[src/rtl/econ_latent_serializer.sv]
// ============================================================================
//  Module      : econ_latent_serializer
//  Description : Buffers ECON encoder latent frames in a small circular frame
//                FIFO and streams them out one latent element per transfer
//                over a valid/ready interface with start/end-of-frame marks.
//                Frames arriving with no free slot are dropped and counted.
//  Revision    : 1.0 - initial release
// ============================================================================
`default_nettype none

module econ_latent_serializer #(
  parameter int N_LAT = 10,
  parameter int W_LAT = 22,
  parameter int DEPTH = 2
) (
  input  logic                     clk,
  input  logic                     reset,
  input  logic [N_LAT*W_LAT-1:0]   in_data,
  input  logic                     in_vld,
  output logic [W_LAT-1:0]         out_data,
  output logic                     out_valid,
  input  logic                     out_ready,
  output logic                     out_sop,
  output logic                     out_eop,
  output logic                     overflow,
  output logic [7:0]               drop_cnt,
  output logic [7:0]               frame_cnt
);

  localparam int PW = (DEPTH > 1) ? $clog2(DEPTH) : 1;
  localparam int OW = $clog2(DEPTH + 1);
  localparam int IW = (N_LAT > 1) ? $clog2(N_LAT) : 1;

  localparam logic [PW-1:0] PTR_LAST = PW'(DEPTH - 1);
  localparam logic [OW-1:0] OCC_FULL = OW'(DEPTH);
  localparam logic [IW-1:0] IDX_LAST = IW'(N_LAT - 1);

  typedef enum logic [0:0] {
    IDLE = 1'b0,
    SEND = 1'b1
  } state_t;

  // Frame storage; contents are only ever read after being written.
  logic [N_LAT-1:0][W_LAT-1:0] frame_mem [DEPTH];

  state_t          state_q, state_d;
  logic [PW-1:0]   wr_ptr_q, wr_ptr_d;
  logic [PW-1:0]   rd_ptr_q, rd_ptr_d;
  logic [OW-1:0]   occ_q, occ_d;
  logic [IW-1:0]   idx_q, idx_d;
  logic            overflow_q, overflow_d;
  logic [7:0]      drop_cnt_q, drop_cnt_d;
  logic [7:0]      frame_cnt_q, frame_cnt_d;

  logic            xfer;
  logic            last_xfer;
  logic            accept;
  logic            drop;

  // Next-state logic: transfer/accept decisions, pointers, counters and FSM.
  always_comb begin
    xfer      = (state_q == SEND) && out_ready;
    last_xfer = xfer && (idx_q == IDX_LAST);
    // A full buffer can still take a frame when the head frame leaves this cycle.
    accept    = in_vld && ((occ_q < OCC_FULL) || last_xfer);
    drop      = in_vld && !accept;

    state_d     = state_q;
    wr_ptr_d    = wr_ptr_q;
    rd_ptr_d    = rd_ptr_q;
    idx_d       = idx_q;
    overflow_d  = overflow_q;
    drop_cnt_d  = drop_cnt_q;
    frame_cnt_d = frame_cnt_q;
    occ_d       = occ_q + OW'(accept) - OW'(last_xfer);

    if (accept) begin
      wr_ptr_d = (wr_ptr_q == PTR_LAST) ? '0 : wr_ptr_q + PW'(1);
    end

    if (xfer) begin
      idx_d = last_xfer ? '0 : idx_q + IW'(1);
    end

    if (last_xfer) begin
      rd_ptr_d    = (rd_ptr_q == PTR_LAST) ? '0 : rd_ptr_q + PW'(1);
      frame_cnt_d = frame_cnt_q + 8'd1;
    end

    if (drop) begin
      overflow_d = 1'b1;
      if (drop_cnt_q != 8'hFF) begin
        drop_cnt_d = drop_cnt_q + 8'd1;
      end
    end

    case (state_q)
      IDLE:    if (accept) state_d = SEND;
      SEND:    if (last_xfer && (occ_d == '0)) state_d = IDLE;
      default: state_d = IDLE;
    endcase
  end

  // Control and status registers; reset abandons any frame in flight.
  always_ff @(posedge clk) begin
    if (reset) begin
      state_q     <= IDLE;
      wr_ptr_q    <= '0;
      rd_ptr_q    <= '0;
      occ_q       <= '0;
      idx_q       <= '0;
      overflow_q  <= 1'b0;
      drop_cnt_q  <= 8'd0;
      frame_cnt_q <= 8'd0;
    end else begin
      state_q     <= state_d;
      wr_ptr_q    <= wr_ptr_d;
      rd_ptr_q    <= rd_ptr_d;
      occ_q       <= occ_d;
      idx_q       <= idx_d;
      overflow_q  <= overflow_d;
      drop_cnt_q  <= drop_cnt_d;
      frame_cnt_q <= frame_cnt_d;
    end
  end

  // Frame write port; no reset needed on the data array.
  always_ff @(posedge clk) begin
    if (!reset && accept) begin
      frame_mem[wr_ptr_q] <= in_data;
    end
  end

  assign out_valid = (state_q == SEND);
  assign out_data  = frame_mem[rd_ptr_q][idx_q];
  assign out_sop   = out_valid && (idx_q == '0);
  assign out_eop   = out_valid && (idx_q == IDX_LAST);
  assign overflow  = overflow_q;
  assign drop_cnt  = drop_cnt_q;
  assign frame_cnt = frame_cnt_q;

endmodule

`default_nettype wire

[config.mk]
export PLATFORM = sky130hd
export DESIGN_NAME = econ_latent_serializer
export DESIGN_NICKNAME = d
export VERILOG_FILES = /design/src/rtl/econ_latent_serializer.sv
export SDC_FILE = /design/constraint.sdc
export NUM_CORES = 1
export LEC_CHECK = 0
export ABC_AREA = 0
export CAP_MARGIN = 20
export CORE_AREA = 2 2 258 184
export DETAILED_ROUTE_END_ITERATION = 10
export DIE_AREA = 0 0 260 186
export GPL_ROUTABILITY_DRIVEN = 0
export HOLD_SLACK_MARGIN = 0.06
export PLACE_DENSITY = 0.6
export SLEW_MARGIN = 25
export SYNTH_ARGS = -nofsm -noshare
export SYNTH_HDL_FRONTEND = slang
export SYNTH_SLANG_ARGS = --single-unit
[constraint.sdc]
create_clock -name clk -period 49.9 [get_ports clk]
set_clock_uncertainty 0.05 [all_clocks]
set_input_delay 7.485 -clock clk [delete_from_list [all_inputs] [get_ports clk]]
set_output_delay 7.485 -clock clk [all_outputs]
set_load 0.1 [all_outputs]
==> flow_summary.toml <==
[cts]
cts_setup_buffers = 0
cts_buffer_depth = 3
cts_resized = 0
cts_hold_buf = 0
cts_buffers = 45
htreeDepth = 2
ctsRootBufferMaster = "clkbuf_16"
numClockSinks = 467
clk_latency_ps = 550
cts_tree = "built"
clkTransAtPathRegs_ps = 60

[job]
maxCapViolations = 0

[grt]
grt_start_max_net_pins = 159
grt_pass1_vias = 9597
grt_pass1_wl_mm = 61.3
grt.overflow.total = 0
grt.total_usage_pct = 17.2
antenna_found_initial = 3

[logic_synthesis]
syn_area_sq_mm = 0.0181
syn-mean-instance-area_sq_um = 19.6
seq_area_frac_synth_pct = 75.8
ys_types = 44
synth_fp_nets = 1159
synth_top_area_share_pct = 72.8
synth_edf_count = 440
async_reset_ff_share_pct = 0
synth_top_area_cell = "edfxtp_1"
syn_inst = 928
synth.top_cells.by_area = "edfxtp_1, mux4_2, dfxtp_1"
ys_ff_latch = 467
synth_warnings = 0
synth_top_flop_cell = "edfxtp_1"

[placement]
dp.cells = 1766
port_buffers = 265
place_hpwl_mm = 26.8

[power_and_ir_drop]
swShare_pct = 22.0
netSwitchingPower_uw = 190
seqPwrFrac_pct = 52.3
p_per_area_mw_per_mm2 = 37.8
p_leak_uw = 0.00721
vdd_drop_max_uv = 23.7
pwr-share-comb_pct = 8.4
pwr-share-clk_pct = 39.4
p_int_uw = 674

[floorplanning]
num_rows = 66
die_height_um = 186
die-area_sq_mm = 0.0484
ioPinCount = 266
coreArea_sq_mm = 0.0458
initial_core_util_pct = 39.6
chipWidth_um = 260

[route]
drc = 0
final_antenna_net_count = 0
drt-initial-drc-count = 722
viasPerCell = 5.13
route.vias.total = 9507
avgRoutedWirePerCell_um = 22.5
drt_pre_antenna_iters = 4
wirelength_mm = 41.7

[finish]
syn_to_final_growth_pct = 26.1
drive_above_1_share_pct = 16.4
seqCellArea_sq_mm = 0.0138
nFillCells = 3726
multi_input_area_sq_mm = 0.00409
finalNonFillerCells = 1852
nNetsFinal = 1432
finish.utilization_pct = 49.9
final_cell_mix = "edfxtp_1, clkdlybuf4s50_1, mux4_2, nand2_1, clkbuf_16"
layout_commonest_cell = "edfxtp_1"

[min_path]
hp-class = "register to register"

[timing]
setup_violations = 0
rsz0062_at_grt = "no"
tightestPinTransition_ps = 1070
maxSlewViolCount = 0
period_needed_ps = 12160
fin_crit_sh_pct = 24.4
holdWs_ps = 401
relSlewSlack_pct = 28.3
clock.fmax_mhz = 82.2
fin_tns_setup_ps = 0
hold_viol = 0

[critical_path]
endpoint_kind = "output pin"
startpoint_type = "register"
critPathKind = "register to output pin"
crit_chain = "buf_4, mux4_2, mux2i_1, o211ai_1, clkdlybuf4s50_1"
critPathSlowestCell = "dfxtp_4"
arrival_ps = 4620
critPathMaxStageDelay_ps = 1010
crit_fanout = 64
cp.required_ps = 42370

[status]
outcome = "finished, final reports clean"
layout make-up:
cell class,count,area share [%]
inverters,9,0.148
multi-input cells,402,17.9
flip-flops and latches,467,60.1
repair buffers,276,12.0
clock inverters,25,1.20
diodes,2,0.0219
clock buffers,59,5.24
well taps,612,3.35
logic make-up after synthesis:
family	Yosys count	share of synthesized area [%]
AOI/OAI and AO/OA	110	4.32
and+or+nand+nor	127	3.50
xor gates and xnor gates	9	0.434
adders and majority gates	7	0.483
buffers and inverters	59	1.82
muxes	149	13.7
DFF	467	75.8
state kept, by name (all words and copies together) (netlist names), named ones only:
register / cells
drop_cnt: 8
frame_cnt: 8
rd_ptr_q: 1
out_valid: 1
idx_q: 4
wr_ptr_q: 1
frame_mem: 440
occ_q: 2
overflow: 1
worst paths after layout:
check	startpoint	end	slack, ps	depth (start not counted)
worst max register to register	idx_q[0]	frame_mem[0][176]	44690	8
worst min register to register	overflow	overflow	400	2
worst min-delay path	overflow	overflow	400	2
worst max-delay path	register	out_data[10]	37740	5
Yosys cell counts, types with 2 or more instances:
library cell,instances
nor2_1,12
inv_1,9
buf_6,10
or3_1,4
edfxtp_1,440
nor2b_1,13
clkbuf_1,18
a22oi_1,9
buf_4,4
o22ai_1,19
or4_1,4
o211ai_1,18
a221o_1,13
mux4_2,75
dfxtp_1,27
nor3_1,13
xnor2_1,8
mux2i_1,34
buf_1,3
nor3b_1,3
ha_1,7
and2_1,4
o31ai_1,4
nand2_1,52
a211oi_1,14
nand4_1,3
o21ai_0,7
nand2b_1,2
a21oi_1,21
buf_2,15
nand3_1,7
nor4_1,5
mux2_2,40
critical path, delay by kind of cell, from the launching register on:
kind            cells  cell delay, ps
compound gates      1             160
mux                 2             990
flops               1            1010
buf+inv             2            1800
power by group through the flow:
stage / Combinational (uW) / Clock [uW] / Sequential (uW)
CTS: 73.2 / 350 / 452
global route: 76.7 / 365 / 453
floorplan: 37.6 / 0 / 468
global placement: 72.4 / 0 / 460
detailed placement: 73.0 / 0 / 460
finish: 72.4 / 340 / 452
metrics by stage:
step | area (sq um) | total power [uW] | setup slack (ps)
2_1_floorplan | 18100 | 506 | 24730
3_3_place_gp | 21400 | 532 | 38220
5_1_grt | 22900 | 895 | 37460
3_5_place_dp | 21400 | 533 | 38200
6_report | 22900 | 864 | 37740
4_1_cts | 22900 | 875 | 37590
metal layers:
layer / wire (um) / GRT usage, % / vias up
li1: - / - / 4346
met1: 19600 / 25.5 / 4870
met2: 19300 / 26.0 / 235
met3: 2060 / 3.32 / 54
met4: 692 / 4.23 / 2
met5: 11 / 0 / -
(Power assumes the default switching activity.)
